## src/rtl/vending_machine.sv

```systemverilog
// Ticket vending controller: accumulates coin credit and pulses `ticket` for one
// cycle when the credit reaches PRICE, forfeiting any excess.
module vending_machine #(
  parameter int unsigned PRICE    = 15,
  parameter int unsigned CREDIT_W = 5
) (
  input  logic       clk,
  input  logic       rst,
  input  logic [1:0] coin,
  output logic       ticket
);

  logic [CREDIT_W-1:0] credit_q, credit_d;
  logic                ticket_q, ticket_d;
  logic [CREDIT_W-1:0] sum_s;

  function automatic logic [CREDIT_W-1:0] coin_value(input logic [1:0] code);
    case (code)
      2'b00:   return CREDIT_W'(1);
      2'b01:   return CREDIT_W'(5);
      2'b10:   return CREDIT_W'(10);
      default: return {CREDIT_W{1'b0}};
    endcase
  endfunction

  assign sum_s = credit_q + coin_value(coin);

  // Purchase completes when the sum reaches the price; leftover credit is dropped.
  always_comb begin
    credit_d = credit_q;
    ticket_d = 1'b0;
    if (sum_s >= CREDIT_W'(PRICE)) begin
      credit_d = {CREDIT_W{1'b0}};
      ticket_d = 1'b1;
    end else begin
      credit_d = sum_s;
      ticket_d = 1'b0;
    end
  end

  // Credit and ticket registers.
  always_ff @(posedge clk or negedge rst) begin
    if (!rst) begin
      credit_q <= {CREDIT_W{1'b0}};
      ticket_q <= 1'b0;
    end else begin
      credit_q <= credit_d;
      ticket_q <= ticket_d;
    end
  end

  assign ticket = ticket_q;

endmodule

```

## config.mk

```make
export PLATFORM = sky130hd
export DESIGN_NAME = vending_machine
export DESIGN_NICKNAME = d
export VERILOG_FILES = /design/src/rtl/vending_machine.sv
export SDC_FILE = /design/constraint.sdc
export NUM_CORES = 1
export LEC_CHECK = 0
export ABC_AREA = 1
export BUFFER_PORTS_ARGS = -buffer_cell sky130_fd_sc_hd__buf_2
export CAP_MARGIN = 20
export CELL_PAD_IN_SITES_DETAIL_PLACEMENT = 0
export CELL_PAD_IN_SITES_GLOBAL_PLACEMENT = 1
export CORE_AREA = 2 2 39 41
export CTS_CLUSTER_SIZE = 20
export DETAILED_ROUTE_END_ITERATION = 10
export DIE_AREA = 0 0 41 43
export GPL_TIMING_DRIVEN = 1
export PLACE_DENSITY_LB_ADDON = 0.1
export RECOVER_POWER = 50
export SETUP_SLACK_MARGIN = 0.1
export SYNTH_ARGS = -nofsm -noshare
export SYNTH_HDL_FRONTEND = slang
export SYNTH_SLANG_ARGS = --single-unit
```

## constraint.sdc

```tcl
create_clock -name clk -period 2.1 [get_ports clk]
set_clock_uncertainty 0.1 [all_clocks]
set_input_delay 0 -clock clk [delete_from_list [all_inputs] [get_ports clk]]
set_output_delay 0 -clock clk [all_outputs]
set_load 0.05 [all_outputs]
```

==> results of run 1 <==
## cell type report
| cell class | count | area (um2) |
|---|---|---|
| inverters | 11 | 41.3 |
| multi-input cells | 33 | 195 |
| clock buffers | 3 | 22.5 |
| flip-flops and latches | 6 | 150 |
| repair buffers | 5 | 28.8 |
| fillers | 160 | 926 |
| well taps | 16 | 20.0 |
## kinds of logic (layout without fill, tap and decap cells)
kind of cell,after synthesis,after routing,share of synthesized area [%]
adders and majority gates,5,5,18.1
buffers and inverters,11,19,10.7
DFF,6,6,38.8
other,1,1,0.970
and+or+nand+nor,27,27,31.4
## worst paths after layout
check                              end         from  slack (ns)  cells after the start
max in group asynchronous  credit_q[0]          rst        1.60                      2
min reg2reg                credit_q[0]  credit_q[0]        0.53                      3
max                        credit_q[2]  credit_q[0]        0.37                      7
min in group clk           credit_q[0]      coin[1]        0.14                      5
max reg2reg                credit_q[2]  credit_q[0]        0.37                      7
min                             ticket          rst        0.07                      2
## critical path: stages, from the launching register on
cell and delay, ns:
dfrtp_1 0.36, ha_1 0.22, fa_1 0.52, nand2_1 0.06, nor2_1 0.09, nand3_1 0.10
nand2_2 0.12, nor2_1 0.05
## placed cells by master (no fill, tap or decap)
master	n
buf_2	3
clkbuf_1	1
clkbuf_4	3
conb_1	1
dfrtp_1	6
dlygate4sd3_1	1
fa_1	1
ha_1	4
inv_1	11
nand2_1	12
nand2_2	2
nand3_1	3
nand3_2	1
nand4_1	1
nor2_1	7
nor2_2	1
## metrics by stage
step / hold slack [ns] / instance area (um2) / worst slack (ns) / power (uW) / utilization (%)
6_report: 0.0681 / 458 / 0.373 / 467 / 33.1
2_1_floorplan: -0.396 / 387 / 0.479 / 330 / -
4_1_cts: 0.000481 / 459 / 0.351 / 480 / 33.2
3_5_place_dp: -0.273 / 427 / 0.371 / 371 / 30.8
3_3_place_gp: -0.270 / 427 / 0.366 / 379 / 30.8
5_1_grt: 0.0872 / 458 / 0.217 / 528 / 33.1
## registers in the layout, summed over array words and instances (netlist names)
signal,count
credit_q,5
ticket,1
## routing by layer
layer	share of wire (%)	up-vias
met5	0	-
met4	1.7	0
li1	-	164
met1	49	125
met3	1.6	2
met2	47	2
## report_power, final
group	total, uW	internal, uW	switching, uW
sequential	166	151	15.8
combinational	202	74.5	127
clock	98.8	64.2	34.6
## what timing repair did
action                                 CTS  global route
buffers inserted                         0             0
gates resized for setup                  0             0
endpoints found under the hold margin    6             0
hold buffers                             1             0
==> results_dict.tcl, run 1 <==
set metrics [dict create \
    status "completed" \
    drtIter0Drc 3 \
    synth_nets 59 \
    grt_usage_pct 10.3 \
    fin_cells 74 \
    io_buffers 4 \
    grt_use_met3_pct 3.14 \
    powerDensity_nw_per_um2 1020 \
    drv_cap 0 \
    ir_drop_v 0.000342 \
    detail-route-antenna-nets 0 \
    cp_max_fo 5 \
    synth_ff_type "dfrtp_1" \
    clock_latency_ns 0.23 \
    clockBufferDepth 2 \
    fin_tns_setup_ns 0 \
    ys_seq_elements 6 \
    final_layout_size_suffix_gt1_share_pct 17.2 \
    fp.dieW_um 41 \
    die_h_um 43 \
    yosysUniqueCellTypes 12 \
    syn_inst 50 \
    first_pass_iters 2 \
    io_pins 5 \
    wire_per_inst_um 7.76 \
    timing.fmax_mhz 579 \
    root_buffer "clkbuf_4" \
    hold_violations 0 \
    cp.required_ns 2.12 \
    placementRows 14 \
    slew_viol_final 0 \
    gr-usage-met1_pct 12.3 \
    syn_area_um2 387 \
    grt-busiest-layer "met2" \
    yosys.area.top_type "dfrtp_1" \
    antenna_found_initial 0 \
    gp_congestion 0.622 \
    arrival_ns 1.75 \
    initial_utilization_pct 27.9 \
    hpwl_um 507 \
    yosysMostFrequentCell "nand2_1" \
    clock-sinks 6 \
    diodes 0 \
    clk_pin_slew_worst_paths_ns 0.04 \
    grt_start_max_net_pins 7 \
    coreArea_um2 1380 \
    min-delay-path-class "in -> async" \
    grt_first_pass_wirelength_mm 1.14 \
    syn_to_final_growth_pct 18.4 \
    vias 293 \
    synthArstFlopShare_pct 100 \
    layout.nets 69 \
    yosysSeqAreaShare_pct 38.8 \
    tritoncts "done" \
    globalRouteMet2Util_pct 13.4 \
    synth-edff-count 0 \
    synth_top_area_share_pct 38.8 \
    viasPerCell 3.96 \
    crit_path_end_kind "register" \
    fin_crit_ns 1.73 \
    synth_area_leaders "dfrtp_1, ha_1, nand2_1, inv_1, nor2_1" \
    route.detailed.drc 0 \
    synth_commonest_cells "nand2_1, inv_1, nor2_1" \
    dp_cells 70 \
    critPathKind "reg -> reg" \
    h-tree-depth 1 \
    first_global_vias 303 \
    fin_crit_sh_pct 82.2 \
    ys_warn_count 0 \
    die_area_um2 1760 \
    setup_viol 0 \
    start_kind "register" \
    cts_buffers 3 \
    gr-total-overflow 0 \
    synth_area_per_cell_um2 7.73 \
    rsz0062_at_grt "false" \
    drt_wl_total_um 574 \
    static-leakage-power_uw 0.000263 \
]
No activity file was read; power rests on OpenSTA's default activity.
==> run 2: changes to the inputs <==
==> constraint.sdc (replaced) <==
create_clock -name clk -period 1.5 [get_ports clk]
set_clock_uncertainty 0.1 [all_clocks]
set_input_delay 0 -clock clk [delete_from_list [all_inputs] [get_ports clk]]
set_output_delay 0 -clock clk [all_outputs]
set_load 0.05 [all_outputs]
==> run 2 against run 1 <==
Compared with the run above: worst hold slack got worse by 0.0077 ns; total power rose by 56%; critical path depth did not move; cell area rose by 7.1%; combinational power rose by 76%; count of clock-buffer cells in the layout did not move; critical endpoint is now credit_q[1]; sequential power rose by 40%; core utilization rose by 2.4 points; die area did not move; the flow now finishes with violations (negative setup slack); non-clock buffer count rose by 3; cell count rose by 4.1%; flip-flop and latch count did not move.
==> results_dict.tcl, run 2 (same netlist as run 1, synthesis figures left out) <==
set metrics [dict create \
    status "complete, but fails checks" \
    violations "negative setup slack" \
    timing.fmax_mhz 598 \
    fin_crit_sh_pct 112 \
    p_clk_share_pct 19.0 \
    final_common_cell "nand2_1" \
    critPathKind "reg -> reg" \
    wire_per_inst_um 7.58 \
    swShare_pct 36.6 \
    diodes 0 \
    setup_viol 5 \
    grt_start_max_net_pins 7 \
    h-tree-depth 1 \
    layout.nets 72 \
    fillers 158 \
    dpl_cell_area_um2 444 \
    final_cell_mix "nand2_1, inv_1, nor2_1, dfrtp_1" \
    crit_slowest_cell "fa_2" \
    start_kind "register" \
    cp_max_fo 5 \
    drv_cap 0 \
    tritoncts "done" \
    fin_cells 77 \
    crit_buf_inv 0 \
    crit_path_end_kind "register" \
    gr-total-overflow 0 \
    slew_viol_final 0 \
    io_buffers 4 \
    min-delay-path-class "in -> async" \
    arrival_ns 1.70 \
    stdcell_area_um2 490 \
    grt_first_pass_wirelength_mm 1.08 \
    route.detailed.drc 0 \
    critical-path-max-stage-delay_ns 0.53 \
    initial_utilization_pct 27.9 \
    switchingPower_uw 266 \
    clock_latency_ns 0.23 \
    cts_buffers 3 \
    clock-sinks 6 \
    syn_to_final_growth_pct 26.9 \
    gp_congestion 0.578 \
    final_layout_size_suffix_gt1_share_pct 26.2 \
    hold_violations 0 \
    grt_usage_pct 9.54 \
    clk_pin_slew_worst_paths_ns 0.04 \
    placementRows 14 \
    first_global_vias 294 \
    fp.dieW_um 41 \
    root_buffer "clkbuf_4" \
    path_common_cell "nor2_1" \
    top_register "credit_q" \
    dpl_worst_slack_ns -0.177 \
    static-leakage-power_uw 0.000275 \
    p_seq_share_pct 32.0 \
    crit_family "adder cells" \
    dp_cells 72 \
    viasPerCell 3.78 \
    drtIter0Drc 2 \
    share_comb_of_total_power_pct 48.9 \
    io_pins 5 \
    powerDensity_nw_per_um2 1480 \
    p_int_uw 460 \
    coreArea_um2 1380 \
    clockBufferDepth 2 \
    largest_reg_flops 5 \
    hpwl_um 517 \
    antenna_found_initial 0 \
    ir_drop_v 0.000685 \
    die_area_um2 1760 \
    rsz0062_at_grt "true" \
    first_pass_iters 2 \
    crit_path_cell_trace "ha_2, fa_2, nand2_1, nor2_1, nand3_1, nand2_2, nor2_1" \
    die_h_um 43 \
    vias 291 \
    detail-route-antenna-nets 0 \
    cp.required_ns 1.52 \
    setup_slack_ns -0.173 \
    fin_crit_ns 1.67 \
    drt_wl_total_um 584 \
]
## run 2: repair_timing
item	4_1_cts	5_1_grt
setup buffers	1	0
pin swaps	1	6
endpoints found under the hold margin	6	0
hold buffers	1	0
resized for setup	0	2
endpoints found under the setup margin	5	5
## run 2: layout make-up
class                      instances  area (um2)  share of cell area [%]
multi-input combinational         33         205                    41.8
sequential                         6         150                    30.6
inverter                          11        41.3                    8.42
clock buffer                       3        22.5                    4.59
tap                               16        20.0                    4.08
timing repair buffer               8        51.3                    10.5
## run 2: stage by stage
| step | hold WS [ns] | util [%] | setup TNS (ns) | power, uW |
|---|---|---|---|---|
| after floorplan | -0.396 | - | -0.366 | 465 |
| after global routing | 0.0899 | 35.4 | -1.15 | 811 |
| after CTS | 0.00243 | 35.0 | -0.882 | 737 |
| final | 0.0604 | 35.4 | -0.755 | 727 |
| after detailed placement | -0.271 | 32.1 | -0.817 | 560 |
| after global placement | -0.271 | 32.1 | -0.843 | 573 |
## run 2: power by group through the flow
| stage | combinational, uW | clock (uW) | sequential, uW |
|---|---|---|---|
| 2_1_floorplan | 207 | 0 | 258 |
| 3_3_place_gp | 336 | 0 | 237 |
| 3_5_place_dp | 325 | 0 | 236 |
| 4_1_cts | 355 | 148 | 234 |
| 5_1_grt | 408 | 162 | 241 |
| 6_report | 355 | 138 | 233 |
## run 2: layer usage
layer	vias up	share of wire (%)	track usage, %
met5	-	0	0
met1	119	49	12.0
met2	2	50	12.5
met4	0	0	10.0
li1	170	-	-
met3	0	1.4	1.57
## run 2: path summary, 6_finish.rpt
kind,to,slack [ns],cells past startpoint,start
worst max-delay path,credit_q[1],-0.17,7,credit_q[0]
worst min-delay path,credit_q[3],0.06,2,rst
worst max register to register,credit_q[1],-0.17,7,credit_q[0]
worst min register to register,credit_q[0],0.53,3,credit_q[0]
max in group asynchronous,credit_q[1],1.00,2,rst
min in group clk,credit_q[0],0.16,5,coin[1]
